### src/rtl/ep2_ctrl_pkg.sv
// Shared types for the ctrl demux selector scheduler.
// Scheduling modes and output-register states.
package ep2_ctrl_pkg;

  typedef enum logic {
    SCHED_RR     = 1'b0,
    SCHED_STATIC = 1'b1
  } sched_mode_e;

  typedef enum logic {
    SEL_EMPTY,
    SEL_FULL
  } sel_state_e;

endpackage

### src/rtl/ep2_rr_pick.sv
// Round-robin picker: first set request at or above ptr, wrapping.
// Doubled request vector scanned from the top so the lowest hit wins.
module ep2_rr_pick #(
  parameter int N = 2,
  parameter int W = $clog2(N)
) (
  input  logic [N-1:0] req,
  input  logic [W-1:0] ptr,
  output logic [W-1:0] grant,
  output logic         grant_valid
);

  logic [2*N-1:0] dbl;

  always_comb begin
    dbl         = {req, req};
    grant       = '0;
    grant_valid = 1'b0;
    for (int k = 2*N-1; k >= 0; k--) begin
      if (dbl[k] && (k >= int'(ptr))) begin
        grant       = W'(k % N);
        grant_valid = 1'b1;
      end
    end
  end

endmodule

### src/rtl/ctrl_dispatch_sched.sv
// Credit-based selector scheduler feeding the ctrl demux dispatcher.
// Credits are reserved at load time so candidates never see stale credit.
module ctrl_dispatch_sched
  import ep2_ctrl_pkg::*;
#(
  parameter int D_COUNT        = 2,
  parameter int SELECTOR_WIDTH = $clog2(D_COUNT),
  parameter int CREDIT_MAX     = 4,
  parameter int CNT_WIDTH      = $clog2(CREDIT_MAX+1)
) (
  input  logic                          clk,
  input  logic                          rst,
  input  logic                          cfg_mode,
  input  logic [SELECTOR_WIDTH-1:0]     cfg_static_sel,
  input  logic [D_COUNT-1:0]            cfg_dest_en,
  output logic [SELECTOR_WIDTH-1:0]     m_sel_tdata,
  output logic                          m_sel_tvalid,
  input  logic                          m_sel_tready,
  input  logic [D_COUNT-1:0]            s_done,
  output logic [D_COUNT*CNT_WIDTH-1:0]  stat_credit,
  output logic [31:0]                   stat_grants,
  output logic                          err_credit_ovf
);

  localparam logic [CNT_WIDTH-1:0] CMAX = CNT_WIDTH'(CREDIT_MAX);
  localparam logic [CNT_WIDTH-1:0] ONE  = CNT_WIDTH'(1);
  localparam logic [SELECTOR_WIDTH-1:0] LAST =
    SELECTOR_WIDTH'(D_COUNT-1);

  logic [CNT_WIDTH-1:0]      credit [D_COUNT];
  sel_state_e                state;
  sched_mode_e               mode;
  logic [SELECTOR_WIDTH-1:0] rr_ptr;
  logic [D_COUNT-1:0]        elig;
  logic [D_COUNT-1:0]        dec;
  logic [D_COUNT-1:0]        ovf;
  logic [SELECTOR_WIDTH-1:0] rr_idx;
  logic                      rr_vld;
  logic                      static_ok;
  logic [SELECTOR_WIDTH-1:0] cand_idx;
  logic                      cand_vld;
  logic                      hs;
  logic                      load;

  assign mode = sched_mode_e'(cfg_mode);
  assign hs   = m_sel_tvalid && m_sel_tready;

  always_comb begin
    elig = '0;
    for (int i = 0; i < D_COUNT; i++) begin
      elig[i] = cfg_dest_en[i] && (credit[i] != '0);
    end
  end

  ep2_rr_pick #(
    .N (D_COUNT),
    .W (SELECTOR_WIDTH)
  ) u_pick (
    .req         (elig),
    .ptr         (rr_ptr),
    .grant       (rr_idx),
    .grant_valid (rr_vld)
  );

  // Out-of-range static selections match no index and stay ineligible.
  always_comb begin
    static_ok = 1'b0;
    for (int i = 0; i < D_COUNT; i++) begin
      if (cfg_static_sel == SELECTOR_WIDTH'(i)) begin
        static_ok = elig[i];
      end
    end
  end

  always_comb begin
    cand_idx = rr_idx;
    cand_vld = rr_vld;
    if (mode == SCHED_STATIC) begin
      cand_idx = cfg_static_sel;
      cand_vld = static_ok;
    end
  end

  assign load = cand_vld && ((state == SEL_EMPTY) || hs);

  always_comb begin
    dec = '0;
    ovf = '0;
    for (int i = 0; i < D_COUNT; i++) begin
      dec[i] = load && (cand_idx == SELECTOR_WIDTH'(i));
      ovf[i] = s_done[i] && !dec[i] && (credit[i] == CMAX);
    end
  end

  always_ff @(posedge clk) begin
    if (rst) begin
      state        <= SEL_EMPTY;
      m_sel_tvalid <= 1'b0;
      m_sel_tdata  <= '0;
      rr_ptr       <= '0;
    end else begin
      unique case (state)
        SEL_EMPTY: begin
          if (load) begin
            state        <= SEL_FULL;
            m_sel_tvalid <= 1'b1;
            m_sel_tdata  <= cand_idx;
          end
        end
        SEL_FULL: begin
          if (load) begin
            m_sel_tdata <= cand_idx;
          end else if (hs) begin
            state        <= SEL_EMPTY;
            m_sel_tvalid <= 1'b0;
          end
        end
        default: begin
          state        <= SEL_EMPTY;
          m_sel_tvalid <= 1'b0;
        end
      endcase
      if (load && (mode == SCHED_RR)) begin
        rr_ptr <= (cand_idx == LAST) ? '0 : cand_idx + 1'b1;
      end
    end
  end

  // A reservation and a return on the same destination cancel out.
  always_ff @(posedge clk) begin
    for (int i = 0; i < D_COUNT; i++) begin
      if (rst) begin
        credit[i] <= CMAX;
      end else if (dec[i] && !s_done[i]) begin
        credit[i] <= credit[i] - ONE;
      end else if (!dec[i] && s_done[i] && !ovf[i]) begin
        credit[i] <= credit[i] + ONE;
      end
    end
  end

  always_ff @(posedge clk) begin
    if (rst) begin
      stat_grants    <= '0;
      err_credit_ovf <= 1'b0;
    end else begin
      if (hs) begin
        stat_grants <= stat_grants + 32'd1;
      end
      if (|ovf) begin
        err_credit_ovf <= 1'b1;
      end
    end
  end

  always_comb begin
    stat_credit = '0;
    for (int i = 0; i < D_COUNT; i++) begin
      stat_credit[i*CNT_WIDTH +: CNT_WIDTH] = credit[i];
    end
  end

endmodule

### config.mk
export PLATFORM = sky130hd
export DESIGN_NAME = ctrl_dispatch_sched
export DESIGN_NICKNAME = d
export VERILOG_FILES = /design/src/rtl/ep2_ctrl_pkg.sv /design/src/rtl/ep2_rr_pick.sv /design/src/rtl/ctrl_dispatch_sched.sv
export SDC_FILE = /design/constraint.sdc
export NUM_CORES = 1
export LEC_CHECK = 0
export ABC_CLOCK_PERIOD_IN_PS = 3450
export BUFFER_PORTS_ARGS = -buffer_cell sky130_fd_sc_hd__buf_2
export CAP_MARGIN = 30
export CORE_MARGIN = 3
export CORE_UTILIZATION = 54
export CTS_CLUSTER_SIZE = 12
export DETAILED_ROUTE_END_ITERATION = 8
export PLACE_DENSITY = 0.8
export SYNTH_ARGS = -nofsm -noshare
export SYNTH_HDL_FRONTEND = slang
export SYNTH_SLANG_ARGS = --single-unit
### constraint.sdc
create_clock -name clk -period 3.45 [get_ports clk]
set_input_delay 0.1725 -clock clk [delete_from_list [all_inputs] [get_ports clk]]
set_output_delay 0.1725 -clock clk [all_outputs]
set_load 0.05 [all_outputs]
### Yosys cells after proc, flatten, opt, wreduce, memory -nomap -nowiden

Memories as Yosys holds them, arrays and structs flattened.
Index checks and enable logic that the tools add are counted.

| word-level totals | value |
|---|---|
| flip-flop bits (word level) | 37 |
| input port bits | 9 |
| logic and storage cells | 91 |
| memories kept | 1 |
| RAM bits | 6 |

Memory list:

| name | depth | bits a word | rd ports | clocked after memory_dff | wr ports | RTL line | RTL |
|---|---|---|---|---|---|---|---|
| credit | 2 | 3 | 2 | 0 | 2 | ctrl_dispatch_sched.sv:30 | `logic [CNT_WIDTH-1:0] credit [D_COUNT];` |

| operators by class | value |
|---|---|
| bitwise operators | 7 |
| add/subtract/negate cells | 6 |
| eq/ne operators | 5 |
| order comparisons | 1 |
| reduce and logical (&&, ||, !) cells | 27 |
| mux-type cells | 38 |

Operator list:

| cell | number |
|---|---|
| $add 32x1->32 const B | 1 |
| $mux 1 | 32 |
| $logic_and 1x1->1 | 16 |
| $mux 3 | 4 |
| $add 3x1->3 const B | 2 |
| $eq 3x3->1 const B | 2 |
| $logic_not 1->1 | 6 |
| $reduce_bool 3->1 | 2 |
| $sub 3x1->3 const B | 2 |
| $ne 2x2->1 const B | 2 |
| $or 1x1->1 | 4 |
| $pmux 1 s2 | 2 |
| $not 1->1 | 3 |
| $reduce_and 3->1 | 1 |
| $ne 2x1->1 const B | 1 |
| $reduce_or 2->1 | 1 |
| $add 1x1->1 const B | 1 |
| $ge 1x1->1 const A | 1 |
| $logic_or 1x1->1 | 1 |

### Longest topological paths before layout

Gate-level depths: netlist (run 1).

| logic depth | value |
|---|---|
| word-level depth | 18 |
| gate-level depth with buffers | 11 |

### Modules after synthesis

Synthesis (run 1) repeated with hierarchy kept, for this count alone.

| second synthesis, totals | value |
|---|---|
| cell total of the unflattened synthesis | 253 |
| area, all modules | 2185.8 sq um |

Modules (own cells, without submodules):

| module | times used | cells each | area each (sq um) | seq. area each (sq um) |
|---|---|---|---|---|
| ctrl_dispatch_sched | 1 | 250 | 2168.3 | 920.9 |
| ep2_rr_pick | 1 | 3 | 17.5 | 0.0 |

### Worst setup path after synthesis (run 1)

Ideal clock, no wire load.

| timing path | value |
|---|---|
| path type | reg2reg |
| start | memory credit[0][0] (netlist name) |
| end | memory credit[1][2] (netlist name) (data pin) |
| period minus slack after synthesis | 2855 ps |
| library setup time | 254 ps |
| path slack | 595 ps |
| stages on the path, launching flop included | 11 |
| data arrival time | 2601 ps |
| path buffers | 0 |
| path through | edfxtp_1 > inv_1 > ha_1 > nand2b_1 > and3_1 > o21ai_0 > or2_2 > fa_1 > o21ai_0 > o211ai_1 > a21o_1 |

RTL lines:

| item | RTL line |
|---|---|
| start, declared | ctrl_dispatch_sched.sv:30 |

==> results.yml, run 1 <==
setup_path:
  critPathMaxFanout: 6
  timing.rr.end: "credit[1][2]"
  critPathCaptureType: "register"
  r2r_setup_slack_ps: 660
  required_ps: 3500
  critical_path_class: "reg2reg"
  crit_path_max_incr_delay_ps: 500
  worst-r2r-cell-count: 8
  crit_slowest_cell: "edfxtp_1"
  cp_common_cell: "o21ai_0"
  worstSetupStartpointType: "register"
  crit-reg2reg-launch: "credit[1][0]"
  path_cells: "o31ai_2, or3_1, o21ai_0, or2_2, fa_1, o21ai_0, o211ai_1, a21o_1"
  cp.arrival_ps: 2830
placed_design:
  dp_hpwl_mm: 3.35
  numPortBuffers: 49
  gp_congestion: 0.772
floorplan:
  core_um2: 3830
  dieArea_um2: 4980
  die_h_um: 70.6
  start_util_pct: 58.9
  io_pins: 50
  dieWidth_um: 70.6
  row_count: 22
synth:
  async_flop_share_pct: 0
  ys_warn_count: 0
  ys_seq_elements: 43
  avgSynthCellArea_um2: 8.73
  yosysTopAreaCell: "dfxtp_1"
  synth_most_common_cell: "dfxtp_1"
  synth_ff_type: "dfxtp_1"
  mappedNetlistArea_um2: 2250
  yosys-top-cells-area: "dfxtp_1 33%, edfxtp_1 8.0%, a21oi_1 6.0%, or4_1 5.3%, o31ai_1 5.0%"
  synth_edf_count: 6
  synth_top_area_share_pct: 32.9
  synthCells: 258
  syn-num-nets: 272
  synth_top_cells_by_count: "37 x dfxtp_1, 27 x a21oi_1, 16 x or4_1, 15 x o31ai_1, 14 x nand3_1"
  yosysSeqAreaShare_pct: 40.9
  ys_types: 44
timing:
  timing.slew.headroom_pct: 45.3
  finalSetupViolations: 0
  rsz0062_at_grt: "no"
  skew_ps: 6.40
  finalCritPeriodShare_pct: 80.8
  max_freq_mhz: 359
  period_minus_slack_ps: 2790
  maxSlewViolCount: 0
  final-hold-violation-count: 0
  setup_tns_ps: 0
  worst_pin_slew_ps: 821
cts:
  cts_root_buffer: "clkbuf_8"
  clock_sinks: 43
  cts_resized: 0
  clk-insertion-delay-late_ps: 290
  postCtsSetupBuffers: 0
  clk_pin_slew_worst_paths_ps: 80
  cts_buffer_depth: 2
  postCtsHoldBufs: 0
  h-tree-depth: 2
  cts_made_buffers: 5
  cts_tree: "yes"
global_routing:
  grt_max_degree: 48
  grt_pass1_vias: 1863
  track_usage_pct: 19.7
  overflow: 0
  antenna_found_initial: 0
  grt_pass1_wl_mm: 8.14
outcome:
  status: "finished, final reports clean"
final_layout:
  post-route-util_pct: 67.6
  n_antenna_cell: 0
  register_area_um2: 921
  area_growth_pct: 14.8
  multiInputGateArea_um2: 1230
  drive_gt1_share_pct: 20.1
  fin_nets: 316
  fill_cells: 319
power_and_ir_drop:
  p_leak_nw: 0.973
  pwr_density_cell_nw_per_um2: 396
  ir_drop_uv: 271
min_path:
  holdPathStages: 3
  hold_path_class: "in2reg"
  min_from: "m_sel_tready"
  hold_end: "stat_grants[1]"
drt:
  wl_per_cell_um: 13.7
  viasPerCell: 5.88
  drcViolationCount: 0
  wirelength_mm: 4.82
  vias: 2065
  ant_nets: 0
  dr.pass1.iters: 4
  drt_iter0_markers: 161
run:
  maxCapViolations: 0
==> where the power goes <==
part           switching [W]  internal (W)  total [W]
Combinational       0.000118     0.0000535   0.000172
Clock               0.000164      0.000142   0.000307
Sequential         0.0000193      0.000527   0.000546
Total               0.000302      0.000723    0.00102
==> layout make-up <==
type	instances	area share (%)
multi-input combinational	191	47.7
timing repair buffer	49	9.48
tap	48	2.32
inverter	12	1.74
clock inverter	1	0.194
clock buffer	7	2.95
sequential	43	35.6
==> layout by cell type (no fill, tap or decap), drive strengths merged, types with 2 or more instances in the layout <==
cell type	Yosys	final
nor2	13	13
or4	17	17
and3	5	5
nand4	7	7
a211oi	3	3
nor3	3	3
or3	10	10
and2	2	2
a21o	2	2
xor2	7	7
and4	4	4
edfxtp	6	6
a21oi	27	27
o21ai	12	12
inv	12	12
nand2b	4	4
xnor2	4	4
or2	2	2
o31ai	16	16
o211ai	5	5
clkbuf	11	7
nand2	12	12
dfxtp	37	37
buf	1	49
nand3	15	15
nand3b	3	3
ha	4	4
==> state kept, by name, indices dropped and copies added (netlist names) <==
register        flops
rr_ptr              1
stat_grants        32
state               1
m_sel_tdata         1
err_credit_ovf      1
m_sel_tvalid        1
credit              6
==> metal layers <==
layer	vias to the layer above	global-route usage (%)	part of all wire, %
met2	51	31.8	47
met1	949	25.9	47
met5	-	0	0
met3	4	5.54	6.0
li1	1061	-	-
met4	0	5.64	0.66
==> per-stage QoR <==
stage               area [um2]  hold WS [ps]  std cells  worst slack, ps  power (W)
floorplan                 2250           336        258              595   0.000687
global placement          2500           442        343              739   0.000725
detailed placement        2500           444        343              680   0.000730
CTS                       2590           207        351              670    0.00104
global route              2590           210        351              475    0.00108
finish                    2590           211        351              664    0.00102
==> cells by family after synthesis <==
family                     share of synthesized area (%)
AOI/OAI and AO/OA                                   20.8
xor gates and xnor gates                            4.28
adders and majority gates                           3.11
buffers and inverters                               4.33
DFF                                                 40.9
and+or+nand+nor                                     26.6
==> worst max-delay path, delay by kind of cell, from the launching register on <==
family                   cells  cell delay [ps]
adder cells (fa/ha/maj)      1              430
flip-flops                   1              500
AND/OR/NAND/NOR              2              540
AO/OA/AOI/OAI                5             1070
==> how the worst max path moves through the flow <==
stage / start / to / slack, ps / cells past startpoint
6_report: credit[1][0] / credit[1][2] / 660 / 8
5_1_grt: credit[1][0] / credit[1][2] / 480 / 8
3_5_place_dp: credit[1][0] / credit[1][2] / 680 / 8
2_1_floorplan: credit[0][0] / credit[1][2] / 600 / 10
4_1_cts: credit[1][0] / credit[1][2] / 670 / 8
3_3_place_gp: credit[1][0] / credit[1][2] / 740 / 8
(Power assumes the default switching activity.)
==> run 2, diff against run 1 <==
--- a/config.mk
+++ b/config.mk
@@ -5,7 +5,7 @@
 export SDC_FILE = /design/constraint.sdc
 export NUM_CORES = 1
 export LEC_CHECK = 0
-export ABC_CLOCK_PERIOD_IN_PS = 3450
+export ABC_CLOCK_PERIOD_IN_PS = 2700
 export BUFFER_PORTS_ARGS = -buffer_cell sky130_fd_sc_hd__buf_2
 export CAP_MARGIN = 30
 export CORE_MARGIN = 3
==> constraint.sdc (replaced) <==
create_clock -name clk -period 2.7 [get_ports clk]
set_input_delay 0.135 -clock clk [delete_from_list [all_inputs] [get_ports clk]]
set_output_delay 0.135 -clock clk [all_outputs]
set_load 0.05 [all_outputs]
==> results.yml, run 2 (synthesized netlist as in run 1, its figures left out) <==
outcome:
  status: "finished, final reports clean"
timing:
  worst_pin_slew_ps: 471
  finalCritPeriodShare_pct: 93.6
  rsz0062_at_grt: "no"
  skew_ps: 7.87
  final-hold-violation-count: 0
  holdWs_ps: 172
  maxSlewViolCount: 0
  setup_tns_ps: 0
  finalSetupViolations: 0
  period_minus_slack_ps: 2530
  max_freq_mhz: 396
  timing.slew.headroom_pct: 68.3
cts:
  cts_resized: 0
  clk-insertion-delay-late_ps: 300
  cts_buffer_depth: 2
  cts_root_buffer: "clkbuf_8"
  h-tree-depth: 2
  clock_sinks: 43
  postCtsSetupBuffers: 0
  postCtsHoldBufs: 0
  cts_made_buffers: 5
  clk_pin_slew_worst_paths_ps: 80
  cts_tree: "yes"
floorplan:
  dieArea_um2: 4980
  io_pins: 50
  row_count: 22
  start_util_pct: 58.9
  die_h_um: 70.6
  core_um2: 3830
  dieWidth_um: 70.6
min_path:
  hold_path_class: "in2reg"
  hold_end: "err_credit_ovf"
  min_from: "s_done[1]"
  holdPathStages: 3
final_layout:
  post-route-util_pct: 69.4
  n_antenna_cell: 0
  top_register: "stat_grants"
  fill_cells: 321
  largest_reg_flops: 32
  drive_gt1_share_pct: 23.3
  fin_nets: 323
  area_growth_pct: 17.9
  final_cell_mix: "49 x buf_2, 37 x dfxtp_1, 27 x a21oi_1"
  mostFrequentLayoutCell: "buf_2"
  top_regs: "stat_grants (32), credit (6)"
power_and_ir_drop:
  seqPwrFrac_pct: 51.2
  swShare_pct: 29.3
  combPwrFrac_pct: 18.2
  pwr-share-clk_pct: 30.6
  p_int_w: 0.000955
  pwr_density_cell_nw_per_um2: 509
  p_sw_w: 0.000396
  ir_drop_uv: 342
  p_leak_nw: 1.01
  power.total_w: 0.00135
setup_path:
  path_cells: "inv_1, ha_2, nand2b_1, and3_4, o21ai_1, or2_2, fa_2, xor2_1, nand4_1, a21o_1"
  cp.arrival_ps: 2580
  crit-reg2reg-launch: "credit[0][0]"
  critPathCaptureType: "register"
  critical_path_class: "reg2reg"
  worstSetupStartpointType: "register"
  critPathMaxFanout: 4
  timing.rr.end: "credit[1][2]"
  crit_path_max_incr_delay_ps: 390
  startpoint: "credit[0][0]"
  crit_slowest_cell: "edfxtp_1"
  r2r_setup_slack_ps: 170
  required_ps: 2760
  worst-r2r-cell-count: 10
drt:
  viasPerCell: 6.03
  drt_iter0_markers: 211
  ant_nets: 0
  wirelength_mm: 5.05
  dr.pass1.iters: 5
  vias: 2151
  drcViolationCount: 0
  wl_per_cell_um: 14.2
global_routing:
  antenna_found_initial: 0
  grt_pass1_vias: 1890
  grt_max_degree: 47
  grt_pass1_wl_mm: 8.36
  overflow: 0
  track_usage_pct: 20.3
placed_design:
  dp_hpwl_mm: 3.60
  numPortBuffers: 49
  gp_congestion: 0.794
run:
  maxCapViolations: 0
## run 2: cell count changes in the layout (fill, tap and decap cells not counted), sizes merged
cell / before / now
clkbuf: 7 / 6
buf: 49 / 56
## run 2: final cells by class
| type | count | area [um2] | area share, % |
|---|---|---|---|
| Multi-Input combinational cell | 191 | 1240 | 46.8 |
| Sequential cell | 43 | 921 | 34.7 |
| Timing Repair Buffer | 56 | 298 | 11.2 |
| Clock buffer | 6 | 82.6 | 3.11 |
| Tap cell | 48 | 60.1 | 2.26 |
| Inverter | 12 | 45.0 | 1.70 |
| Clock inverter | 1 | 5.00 | 0.189 |
## run 2: worst max-delay path by stage
| stage | end | depth (start not counted) |
|---|---|---|
| 2_1_floorplan | credit[1][2] | 10 |
| 3_3_place_gp | credit[1][2] | 10 |
| 3_5_place_dp | credit[1][2] | 10 |
| 4_1_cts | credit[1][2] | 10 |
| 5_1_grt | credit[1][2] | 10 |
| 6_report | credit[1][2] | 10 |
## run 2: power groups by stage
stage                     Sequential (W)  Clock (W)  Combinational (W)
final                           0.000692   0.000414           0.000246
after global placement          0.000705          0           0.000236
after CTS                       0.000692   0.000428           0.000246
after floorplan                 0.000775          0           0.000107
after global routing            0.000695   0.000455           0.000265
after detailed placement        0.000707          0           0.000244
## run 2: worst max-delay path, delay by kind of cell (launching register included)
kind | cells | cell delay [ps]
xor+xnor | 1 | 170
fa+ha+maj | 2 | 570
simple gates | 4 | 790
buf+inv | 1 | 80
compound gates | 2 | 290
flops | 1 | 390
## run 2: per-layer routing
metal | vias up | GRT usage (%) | routed length (um) | part of all wire, %
met4 | 0 | 6.89 | 59 | 1.2
met5 | - | 0 | 0 | 0
met2 | 68 | 31.2 | 2320 | 46
li1 | 1079 | - | - | -
met1 | 997 | 27.4 | 2330 | 46
met3 | 7 | 6.39 | 339 | 6.7
## run 2: stage by stage
step                worst slack (ps)  cell area, um2  std cells
floorplan                       21.2            2260        258
global placement                 321            2570        350
detailed placement               200            2570        350
CTS                              186            2660        357
global route                    50.6            2660        357
finish                           174            2660        357
